## config.mk

```make
export PLATFORM = sky130hd
export DESIGN_NAME = pc_seq_ctrl_flat
export DESIGN_NICKNAME = d
export VERILOG_FILES = /design/src/rtl/pc_seq_ctrl_if.sv /design/src/rtl/pc_seq_ctrl.sv /design/src/flat_wrapper.sv
export SDC_FILE = /design/constraint.sdc
export NUM_CORES = 1
export LEC_CHECK = 0
export CAP_MARGIN = 15
export CORE_MARGIN = 2
export CORE_UTILIZATION = 48
export DETAILED_ROUTE_END_ITERATION = 7
export PLACE_DENSITY = 0.79
export SYNTH_ARGS = -nofsm -noshare
export SYNTH_HDL_FRONTEND = slang
export SYNTH_SLANG_ARGS = --single-unit
```

## constraint.sdc

```tcl
create_clock -name clk -period 2.75 [get_ports clk]
set_input_delay 0.6875 -clock clk [delete_from_list [all_inputs] [get_ports clk]]
set_output_delay 0.6875 -clock clk [all_outputs]
set_load 0.1 [all_outputs]
```

## src/rtl/pc_seq_ctrl_if.sv

```systemverilog
`default_nettype none
// ============================================================================
// Module   : pc_seq_ctrl_if
// Brief    : Instruction-memory handshake and PC-datapath control bundle
//            between the sequencer and its surroundings.
// Revision : 1.0 - initial release
// ============================================================================
interface pc_seq_ctrl_if #(
    parameter int ADDSIZE = 4,
    parameter int JMPSIZE = 8
);
    localparam int c_instr_w = 4 + ADDSIZE + JMPSIZE;

    logic                 imem_req;
    logic                 imem_ack;
    logic [c_instr_w-1:0] instr;
    logic                 zero_flag;
    logic                 jmp;
    logic                 branch;
    logic                 wren;
    logic [ADDSIZE-1:0]   ra;
    logic [ADDSIZE-1:0]   rw;
    logic [JMPSIZE-1:0]   disp;
    logic                 clken;

    modport master (
        output imem_req, jmp, branch, wren, ra, rw, disp, clken,
        input  imem_ack, instr, zero_flag
    );

    modport slave (
        input  imem_req, jmp, branch, wren, ra, rw, disp, clken,
        output imem_ack, instr, zero_flag
    );
endinterface
`default_nettype wire

```

## src/rtl/pc_seq_ctrl.sv

```systemverilog
`default_nettype none
// ============================================================================
// Module   : pc_seq_ctrl
// Brief    : Fetch/decode/execute sequencer driving the PC datapath controls,
//            one clken pulse per retired instruction.
// Revision : 1.0 - initial release
// ============================================================================
module pc_seq_ctrl #(
    parameter int WIDTH   = 16,
    parameter int ADDSIZE = 4,
    parameter int JMPSIZE = 8,
    parameter int CNTW    = 16
) (
    input  wire logic            clk,
    input  wire logic            rst,
    input  wire logic            run,
    pc_seq_ctrl_if.master        bus,
    output logic                 halted,
    output logic                 illegal,
    output logic [CNTW-1:0]      retired
);

    localparam int c_instr_w = 4 + ADDSIZE + JMPSIZE;

    localparam logic [3:0] c_op_nop  = 4'h0;
    localparam logic [3:0] c_op_br   = 4'h1;
    localparam logic [3:0] c_op_bz   = 4'h2;
    localparam logic [3:0] c_op_bnz  = 4'h3;
    localparam logic [3:0] c_op_jr   = 4'h4;
    localparam logic [3:0] c_op_jal  = 4'h5;
    localparam logic [3:0] c_op_halt = 4'hF;

    localparam logic [CNTW-1:0] c_cnt_one = {{(CNTW-1){1'b0}}, 1'b1};

    typedef enum logic [2:0] {
        S_IDLE   = 3'd0,
        S_FETCH  = 3'd1,
        S_DECODE = 3'd2,
        S_EXEC   = 3'd3,
        S_HALT   = 3'd4
    } state_t;

    // The datapath sign-extends disp, so it must be at least as wide.
    if (WIDTH < JMPSIZE) begin : g_width_below_disp
    end

    state_t                r_state;
    logic [c_instr_w-1:0]  r_ir;
    logic                  r_is_halt;

    logic [3:0]            w_opcode;
    logic [ADDSIZE-1:0]    w_rega;
    logic [JMPSIZE-1:0]    w_disp;

    assign w_opcode = r_ir[c_instr_w-1 -: 4];
    assign w_rega   = r_ir[c_instr_w-5 -: ADDSIZE];
    assign w_disp   = r_ir[JMPSIZE-1:0];

    always_ff @(posedge clk or posedge rst) begin
        if (rst) begin
            r_state      <= S_IDLE;
            r_ir         <= '0;
            r_is_halt    <= 1'b0;
            bus.imem_req <= 1'b0;
            bus.jmp      <= 1'b0;
            bus.branch   <= 1'b0;
            bus.wren     <= 1'b0;
            bus.ra       <= '0;
            bus.rw       <= '0;
            bus.disp     <= '0;
            bus.clken    <= 1'b0;
            halted       <= 1'b0;
            illegal      <= 1'b0;
            retired      <= '0;
        end else begin
            case (r_state)
                S_IDLE: begin
                    if (run) begin
                        r_state      <= S_FETCH;
                        bus.imem_req <= 1'b1;
                    end
                end

                S_FETCH: begin
                    if (bus.imem_ack) begin
                        r_ir         <= bus.instr;
                        bus.imem_req <= 1'b0;
                        r_state      <= S_DECODE;
                    end
                end

                S_DECODE: begin
                    // Controls are registered here so they are valid for the whole EXEC cycle.
                    r_state    <= S_EXEC;
                    bus.clken  <= 1'b1;
                    retired    <= retired + c_cnt_one;
                    bus.jmp    <= 1'b0;
                    bus.branch <= 1'b0;
                    bus.wren   <= 1'b0;
                    bus.ra     <= w_rega;
                    bus.rw     <= w_disp[ADDSIZE-1:0];
                    bus.disp   <= w_disp;
                    r_is_halt  <= 1'b0;
                    case (w_opcode)
                        c_op_nop:  ;
                        c_op_br:   bus.branch <= 1'b1;
                        c_op_bz:   bus.branch <= bus.zero_flag;
                        c_op_bnz:  bus.branch <= ~bus.zero_flag;
                        c_op_jr:   bus.jmp    <= 1'b1;
                        c_op_jal: begin
                            bus.jmp  <= 1'b1;
                            bus.wren <= 1'b1;
                        end
                        c_op_halt: begin
                            bus.ra    <= '0;
                            bus.rw    <= '0;
                            bus.disp  <= '0;
                            r_is_halt <= 1'b1;
                        end
                        default:   illegal <= 1'b1;
                    endcase
                end

                S_EXEC: begin
                    bus.clken  <= 1'b0;
                    bus.jmp    <= 1'b0;
                    bus.branch <= 1'b0;
                    bus.wren   <= 1'b0;
                    if (r_is_halt) begin
                        r_state <= S_HALT;
                        halted  <= 1'b1;
                    end else if (run) begin
                        r_state      <= S_FETCH;
                        bus.imem_req <= 1'b1;
                    end else begin
                        r_state <= S_IDLE;
                    end
                end

                S_HALT: r_state <= S_HALT;

                default: r_state <= S_IDLE;
            endcase
        end
    end

endmodule
`default_nettype wire

```

## src/flat_wrapper.sv

```systemverilog
// flat-port wrapper written by rule: the top's interface ports become plain ports
module pc_seq_ctrl_flat 
#(
    parameter int WIDTH   = 16,
    parameter int ADDSIZE = 4,
    parameter int JMPSIZE = 8,
    parameter int CNTW    = 16
)
  (clk, rst, run, halted, illegal, retired, bus_imem_req, bus_jmp, bus_branch, bus_wren, bus_ra, bus_rw, bus_disp, bus_clken, bus_imem_ack, bus_instr, bus_zero_flag);
  pc_seq_ctrl_if #(.ADDSIZE(ADDSIZE), .JMPSIZE(JMPSIZE)) bus_i ();
  input  wire logic clk;
  input  wire logic rst;
  input  wire logic run;
  output logic halted;
  output logic illegal;
  output logic [CNTW-1:0] retired;
  output wire logic [$bits(bus_i.imem_req)-1:0] bus_imem_req;
  output wire logic [$bits(bus_i.jmp)-1:0] bus_jmp;
  output wire logic [$bits(bus_i.branch)-1:0] bus_branch;
  output wire logic [$bits(bus_i.wren)-1:0] bus_wren;
  output wire logic [$bits(bus_i.ra)-1:0] bus_ra;
  output wire logic [$bits(bus_i.rw)-1:0] bus_rw;
  output wire logic [$bits(bus_i.disp)-1:0] bus_disp;
  output wire logic [$bits(bus_i.clken)-1:0] bus_clken;
  input wire logic [$bits(bus_i.imem_ack)-1:0] bus_imem_ack;
  input wire logic [$bits(bus_i.instr)-1:0] bus_instr;
  input wire logic [$bits(bus_i.zero_flag)-1:0] bus_zero_flag;
  assign bus_imem_req = bus_i.imem_req;
  assign bus_jmp = bus_i.jmp;
  assign bus_branch = bus_i.branch;
  assign bus_wren = bus_i.wren;
  assign bus_ra = bus_i.ra;
  assign bus_rw = bus_i.rw;
  assign bus_disp = bus_i.disp;
  assign bus_clken = bus_i.clken;
  assign bus_i.imem_ack = bus_imem_ack;
  assign bus_i.instr = bus_instr;
  assign bus_i.zero_flag = bus_zero_flag;
  pc_seq_ctrl #(.WIDTH(WIDTH), .ADDSIZE(ADDSIZE), .JMPSIZE(JMPSIZE), .CNTW(CNTW)) u_core (.clk(clk), .rst(rst), .run(run), .bus(bus_i), .halted(halted), .illegal(illegal), .retired(retired));
endmodule
```

==> flow_summary.ini, run 1 <==
[outcome]
status = finished, final reports clean

[synth]
async_reset_ff_share_pct = 100
synth_warnings = 0
ys.flop_type = dfrtp_1
synth_cell_type_count = 35
synth_seq_area_share_pct = 60.9
mappedNetlistNets = 200
synth_edf_count = 0
synth_seq_cells = 55
netlist_instances = 178
syn-cell-area_sq_um = 2260
avg_synthesized_cell_area_sq_um = 12.7

[clock_network]
cts_buffers = 5
post_cts_resized = 0
hold_bufs_inserted_after_cts = 0
cts_tree = done
clock-sinks = 55
clk-insertion-delay-late_ns = 0.30
clock_pin_slew_of_the_registers_on_the_worst_case_setup_and_hold_paths_ns = 0.10
ctsRootBufferMaster = clkbuf_8
cts-htree-levels = 2
ctsLongestPathBuffers = 2
cts.repair_timing.setup_buffer_count = 0

[grt]
overflow = 0
grt_first_pass_wirelength_mm = 6.81
grt_max_degree = 56
gr-usage-all-layers_pct = 16.9
number_of_global_route_vias_before_repair = 1499
antenna_found_initial = 0

[timing]
portion_of_the_clock_cycle_consumed_by_the_worst_path_in_the_final_layout_pct = 77.0
max_slew_violation_count = 0
fin_worst_hold_slack_ns = 0.476
unrepaired_setup_endpoints_after_global_routing = no
finalWorstPathRequiredPeriod_ns = 2.12
final_hold_viol_count = 0
worst_tran_pin_value_ns = 0.422
fmax_mhz = 472
worst_slew_margin_rel_pct = 71.6
timing.final.ws_setup_ns = 0.632
setup_viol = 0
setup_tns_ns = 0
fin_worst_skew_ns = 0.00588

[die]
die_height_microns = 72.6
core_area_sq_um = 4440
ioPinCount = 60
floorplan.rows = 24
dieArea_sq_um = 5270
start_util_pct = 50.8
die_w_microns = 72.6

[route]
drt-vias-per-instance = 5.28
postRouteAntennaNets = 0
via_count = 1526
avgRoutedWirePerCell_microns = 14.1
drt_pass1_iterations = 4
drt-total-wl_mm = 4.07
drt_first_iter_violations = 59
route.detailed.drc = 0

[hold_path]
worst_min_delay_path_category = flip-flop to flip-flop
min_delay_path_depth = 1

[setup_path]
critical_path.endpoint_type = flip-flop
rr_worst_depth = 4
crit_type = flip-flop to flip-flop
arrival_time_of_the_worst_setup_path_ns = 2.36
critPathRequiredTime_ns = 2.99
critical_path.startpoint_type = flip-flop
critical_path_peak_fanout = 11

[finish]
final_net_count = 258
area_growth_pct = 29.0
antenna_cells = 0
drive_gt1_share_pct = 29.5
nFillCells = 362

[place]
gpl_wtd_cong = 0.760
dp.final_hpwl_mm = 2.88
io_buffer_count = 59
post_place_setup_slack_ns = 0.605

[flow_run]
timing.max_cap.violations = 0
-- layout by cell type, fill, tap and decap left out, types with 2 or more instances in the layout --
cell,count
a21o_1,3
a21oi_1,3
a22o_1,14
and4_1,2
buf_4,42
clkbuf_8,6
clkdlybuf4s50_1,20
dfrtp_1,55
inv_1,2
mux2_2,16
nand2_1,15
nand3_1,5
nand4_1,2
nor2_1,11
nor2b_1,3
nor3_1,2
xnor2_1,10
xor2_1,6
-- registers in the layout, indices dropped and copies added (netlist names) --
register / count
u_core.halted: 1
u_core.r_ir: 16
u_core.illegal: 1
u_core.r_state: 3
u_core.bus.clken: 1
u_core.bus.ra: 4
u_core.bus.wren: 1
u_core.retired: 16
u_core.bus.disp: 8
u_core.r_is_halt: 1
u_core.bus.jmp: 1
u_core.bus.imem_req: 1
u_core.bus.branch: 1
-- metrics by stage --
step	cell area, sq um	instances	util [%]
2_1_floorplan	2260	178	-
3_5_place_dp	2790	281	62.8
5_1_grt	2910	289	65.6
3_3_place_gp	2790	281	62.8
6_report	2910	289	65.6
4_1_cts	2910	289	65.6
-- final cells by class --
type / count / area, sq um / share of cell area (%)
Clock buffer: 6 / 82.6 / 2.83
Tap cell: 52 / 65.1 / 2.23
Sequential cell: 55 / 1380 / 47.2
Timing Repair Buffer: 63 / 536 / 18.4
Inverter: 3 / 11.3 / 0.386
Clock inverter: 2 / 38.8 / 1.33
Multi-Input combinational cell: 108 / 805 / 27.6
-- routing by layer --
metal	vias up	track usage, %	wire [microns]
li1	738	-	-
met1	728	21.8	1790
met2	54	26.2	1910
met3	6	5.80	307
met4	0	6.79	68
met5	-	0	0
-- cell families (layout without fill, tap and decap cells) --
group,count (synthesis),count (layout),share of synthesized area (%)
AOI/OAI and AO/OA,26,26,9.31
xor gates and xnor gates,16,16,6.20
adders and majority gates,1,1,0.554
buffers and inverters,15,74,3.43
DFF,55,55,60.9
muxes,16,16,7.98
and+or+nand+nor,49,49,11.6
-- critical path: stages (launching register included) --
cell	delay, ns
dfrtp_1	0.49
or3b_1	0.42
or4_1	0.68
nor4_4	0.30
xor2_1	0.16
-- worst paths after layout --
path	slack (ns)	start	to
max	0.63	u_core.r_state[0]	u_core.retired[15]
min	0.48	u_core.retired[15]	u_core.retired[15]
max reg2reg	0.63	u_core.r_state[0]	u_core.retired[15]
min reg2reg	0.48	u_core.retired[15]	u_core.retired[15]
max in group asynchronous	1.78	rst	u_core.r_ir[13]
min in group asynchronous	0.74	rst	u_core.retired[12]
-- cells in the mapped netlist, drive strengths merged, types with 3 or more instances --
library cell / instances / share of area (%)
dfrtp: 55 / 61
mux2: 16 / 8.0
nand2: 15 / 2.5
a22o: 14 / 5.4
nor2: 11 / 1.8
xnor2: 10 / 3.9
buf: 8 / 2.3
xor2: 6 / 2.3
nand3: 5 / 1.1
clkbuf: 4 / 0.66
a21o: 3 / 1.0
a21oi: 3 / 0.66
inv: 3 / 0.50
nor2b: 3 / 0.83
Power of run 1 is left out: the tool's default activity adds up to more than one toggle a clock period on the data nets, which glitch-free logic cannot reach.
==> run 2: changes to the inputs <==
--- a/config.mk
+++ b/config.mk
@@ -7,9 +7,9 @@
 export LEC_CHECK = 0
 export CAP_MARGIN = 15
 export CORE_MARGIN = 2
-export CORE_UTILIZATION = 48
+export CORE_UTILIZATION = 43
 export DETAILED_ROUTE_END_ITERATION = 7
-export PLACE_DENSITY = 0.79
+export PLACE_DENSITY = 0.75
 export SYNTH_ARGS = -nofsm -noshare
 export SYNTH_HDL_FRONTEND = slang
 export SYNTH_SLANG_ARGS = --single-unit
==> constraint.sdc (replaced) <==
create_clock -name clk -period 1.9 [get_ports clk]
set_input_delay 0.475 -clock clk [delete_from_list [all_inputs] [get_ports clk]]
set_output_delay 0.475 -clock clk [all_outputs]
set_load 0.1 [all_outputs]
==> run 2 against run 1 <==
Effect of this change:
- first-iteration DRC count unchanged
- cell count up 8.3%
- highest routed layer unchanged
- utilization up 3.5 points
==> flow_summary.ini, run 2 (synthesized netlist as in run 1, its figures left out) <==
[outcome]
status = finished, final reports clean

[finish]
finalNonFillerCells = 313
area_growth_pct = 55.1
largest_registers = u_core.r_ir (16), u_core.retired (16), u_core.bus.disp (8)
drive_gt1_share_pct = 35.8
most-common-layout-cells = dfrtp_1 (48), buf_12 (41), clkdlybuf4s50_1 (20), mux2_2 (16), nand2_1 (15)
utilization_pct = 69.0
layout_commonest_cell = dfrtp_1
antenna_cells = 0
final_net_count = 264
nFillCells = 388

[timing]
fin_worst_skew_ns = 0.00869
worst_tran_pin_value_ns = 0.386
max_slew_violation_count = 0
finalWorstPathRequiredPeriod_ns = 1.81
setup_tns_ns = 0
fmax_mhz = 551
final_hold_viol_count = 0
worst_slew_margin_rel_pct = 73.9
timing.final.ws_setup_ns = 0.0867
setup_viol = 0
portion_of_the_clock_cycle_consumed_by_the_worst_path_in_the_final_layout_pct = 95.4
unrepaired_setup_endpoints_after_global_routing = no

[clock_network]
clock_pin_slew_of_the_registers_on_the_worst_case_setup_and_hold_paths_ns = 0.09
clk-insertion-delay-late_ns = 0.31
cts-htree-levels = 2
clock-sinks = 55
cts_tree = done
hold_bufs_inserted_after_cts = 0
cts_buffers = 5
ctsRootBufferMaster = clkbuf_8
ctsLongestPathBuffers = 2

[grt]
grt_first_pass_wirelength_mm = 7.88
antenna_found_initial = 0
number_of_global_route_vias_before_repair = 1642
grt_max_degree = 30
gr-usage-all-layers_pct = 17.3
overflow = 0

[route]
drt-total-wl_mm = 4.59
drt-vias-per-instance = 5.00
via_count = 1566
drt_pass1_iterations = 4
postRouteAntennaNets = 0
route.detailed.drc = 0
avgRoutedWirePerCell_microns = 14.7
drt_first_iter_violations = 59

[setup_path]
arrival_time_of_the_worst_setup_path_ns = 2.05
critPathRequiredTime_ns = 2.13
critical_path.startpoint_type = flip-flop
critical_path.endpoint_type = flip-flop
crit_type = flip-flop to flip-flop
critical_path_peak_fanout = 20

[flow_run]
timing.max_cap.violations = 0

[die]
ioPinCount = 60
dieArea_sq_um = 5850
die_height_microns = 76.5
start_util_pct = 44.5
die_w_microns = 76.5
floorplan.rows = 26
core_area_sq_um = 5070

[place]
gpl_wtd_cong = 0.748
dp.final_hpwl_mm = 3.34
io_buffer_count = 59
post_place_setup_slack_ns = -0.00113
dpl.cell_count = 305

[hold_path]
worst_min_delay_path_category = primary input to async pin
run 2: changes by cell type in the layout (fill, tap and decap cells not counted), moves of 7 or more:
cell	delta
dfrtp_2	+7
buf_4	-34
dfrtp_1	-7
buf_12	+40
run 2: final cells by class:
cell class,count,area (sq um),area share [%]
Clock buffer,6,82.6,2.36
Clock inverter,2,35.0,1.00
Timing Repair Buffer,69,1080,30.9
Inverter,3,11.3,0.321
Sequential cell,55,1390,39.5
Multi-Input combinational cell,108,821,23.4
Tap cell,70,87.6,2.50
run 2: stage by stage:
stage,hold WS [ns],cell area [sq um]
2_1_floorplan,0.462,2280
3_3_place_gp,0.472,3380
3_5_place_dp,0.485,3380
4_1_cts,0.442,3490
5_1_grt,0.470,3500
6_report,0.445,3500
run 2: what timing repair did:
action | in CTS | in global routing
resized for setup | 0 | 2
buffers inserted | 0 | 0
setup endpoints to repair | 0 | 2
run 2: per-layer routing:
metal,global-route usage (%),share of wire [%],vias up
met5,0,0,-
met4,5.45,1.3,0
met3,5.57,5.6,8
met2,30.2,52,51
met1,20.1,41,761
li1,-,-,746
run 2: worst paths after layout:
check	startpoint	endpoint	slack, ns	cells after the start
max reg2reg	u_core.r_state[2]	u_core.retired[10]	0.09	6
min in group clk	u_core.r_ir[10]	u_core.bus.ra[2]	0.49	1
max	u_core.r_state[2]	u_core.retired[10]	0.09	6
max in group asynchronous	rst	u_core.retired[4]	0.97	3
min	rst	u_core.r_is_halt	0.44	2
min reg2reg	u_core.r_ir[10]	u_core.bus.ra[2]	0.49	1
run 2: worst max-delay path, stage by stage (launching register included):
cell     delay, ns
dfrtp_1       0.39
or3b_1        0.40
buf_4         0.23
nor3_2        0.22
buf_4         0.15
and4_1        0.20
xor2_1        0.14
Power of run 2 is left out for the same reason.
==> run 3: changes to the inputs <==
--- a/config.mk
+++ b/config.mk
@@ -6,10 +6,10 @@
 export NUM_CORES = 1
 export LEC_CHECK = 0
 export CAP_MARGIN = 15
-export CORE_MARGIN = 2
-export CORE_UTILIZATION = 43
+export CORE_UTILIZATION = 48
 export DETAILED_ROUTE_END_ITERATION = 7
-export PLACE_DENSITY = 0.75
+export PLACE_DENSITY = 0.79
 export SYNTH_ARGS = -nofsm -noshare
 export SYNTH_HDL_FRONTEND = slang
 export SYNTH_SLANG_ARGS = --single-unit
+export TNS_END_PERCENT = 10
==> constraint.sdc (replaced) <==
create_clock -name clk -period 2.05 [get_ports clk]
set_input_delay 0.5125 -clock clk [delete_from_list [all_inputs] [get_ports clk]]
set_output_delay 0.5125 -clock clk [all_outputs]
set_load 0.1 [all_outputs]
==> run 3 against run 2 <==
Effect of this change:
- the run now ends with design-rule violations left
- routed wire length decreased by 8.4%
- die area down 15%
- sequential share of layout area rose by 4.5 points
- hold slack improved by 0.031 ns
- non-clock buffer count is 1 lower
- first-iteration DRC count rose by 53%
- utilization up 1.7 points
- cell area is 10% lower
- setup slack improved by 0.024 ns
- highest routed layer unchanged
==> flow_summary.ini, run 3 (synthesized netlist as in run 1, its figures left out) <==
[route]
via_count = 1576
drt_pass1_iterations = 6
drt-total-wl_mm = 4.21
drt-vias-per-instance = 5.36
avgRoutedWirePerCell_microns = 14.3
route.detailed.drc = 10
drt_first_iter_violations = 90
postRouteAntennaNets = 0

[hold_path]
worst_min_delay_path_category = flip-flop to flip-flop
min_delay_path_depth = 1

[grt]
gr-usage-all-layers_pct = 19.0
grt_max_degree = 29
number_of_global_route_vias_before_repair = 1621
antenna_found_initial = 0
grt_first_pass_wirelength_mm = 7.33
overflow = 0

[finish]
layout_commonest_cell = dfrtp_1
most-common-layout-cells = dfrtp_1 (48), buf_4 (32), clkdlybuf4s50_1 (20), mux2_2 (16), buf_12 (16)
drive_gt1_share_pct = 33.9
area_growth_pct = 39.2
antenna_cells = 0
final_net_count = 263
utilization_pct = 70.7
largest_registers = u_core.r_ir (16), u_core.retired (16), u_core.bus.disp (8)

[timing]
max_slew_violation_count = 0
fin_worst_hold_slack_ns = 0.476
finalWorstPathRequiredPeriod_ns = 1.94
final_hold_viol_count = 0
setup_viol = 0
setup_tns_ns = 0
fmax_mhz = 516
portion_of_the_clock_cycle_consumed_by_the_worst_path_in_the_final_layout_pct = 94.6
worst_tran_pin_value_ns = 0.433
fin_worst_skew_ns = 0.00653
unrepaired_setup_endpoints_after_global_routing = no
worst_slew_margin_rel_pct = 70.9

[clock_network]
cts_buffers = 5
clk-insertion-delay-late_ns = 0.31
ctsRootBufferMaster = clkbuf_8
cts.repair_timing.setup_buffer_count = 0
clock-sinks = 55
hold_bufs_inserted_after_cts = 0
post_cts_resized = 0
ctsLongestPathBuffers = 2
clock_pin_slew_of_the_registers_on_the_worst_case_setup_and_hold_paths_ns = 0.10
cts-htree-levels = 2
cts_tree = done

[place]
gpl_wtd_cong = 0.779
io_buffer_count = 59
dp.final_hpwl_mm = 3.02

[setup_path]
path_cells = or3b_1, or4_1, buf_4, nor2_1, xor2_1
crit_type = flip-flop to flip-flop
critical_path_peak_fanout = 4
arrival_time_of_the_worst_setup_path_ns = 2.18
critPathRequiredTime_ns = 2.29
critical_path.endpoint_type = flip-flop
crit_path_top_delay_cell = or4_1
slowest_delay_ns = 0.61
critical_path.startpoint_type = flip-flop
rr_worst_depth = 5

[flow_run]
timing.max_cap.violations = 0

[die]
start_util_pct = 50.8
dieArea_sq_um = 4980
ioPinCount = 60
die_w_microns = 70.6
core_area_sq_um = 4440
die_height_microns = 70.6
floorplan.rows = 24

[outcome]
violated_checks = design-rule violations
status = finished, violations left
run 3: layout make-up:
class                           instances  area [sq um]
Multi-Input combinational cell        108           805
Clock inverter                          3          47.5
Tap cell                               52          65.1
Clock buffer                            5          68.8
Fill cell                             318          1300
Inverter                                3          11.3
Timing Repair Buffer                   68           761
Sequential cell                        55          1390
run 3: final timing paths:
| check | slack [ns] | start | endpoint |
|---|---|---|---|
| worst max register to register | 0.11 | u_core.r_state[0] | u_core.retired[13] |
| worst max-delay path | 0.11 | u_core.r_state[0] | u_core.retired[13] |
| max in group asynchronous | 1.20 | rst | u_core.retired[1] |
| worst min-delay path | 0.48 | u_core.halted | u_core.halted |
| worst min register to register | 0.48 | u_core.halted | u_core.halted |
| min in group asynchronous | 0.57 | rst | u_core.retired[15] |
run 3: routing by layer:
metal,wire length [microns],vias up,GRT usage (%),part of all wire [%]
met1,1900,784,25.5,45
li1,-,742,-,-
met3,235,7,5.56,5.6
met2,2000,43,30.6,48
met4,72,0,5.56,1.7
met5,0,-,0,0
run 3: metrics by stage:
step                      setup WS [ns]  std cells  instance area (sq um)
after floorplan                  0.0392        178                   2270
after global placement           0.0631        286                   3030
after detailed placement         0.0247        286                   3030
after CTS                        0.0934        294                   3140
after global routing             0.0153        294                   3140
final                             0.111        294                   3140
run 3: worst max-delay path: cells and delay by family, from the launching register on:
family	cells	cell delay [ns]
flip-flops	1	0.39
AND/OR/NAND/NOR	3	1.14
buffers and inverters	1	0.19
XOR/XNOR	1	0.15
Power of run 3 is left out for the same reason.
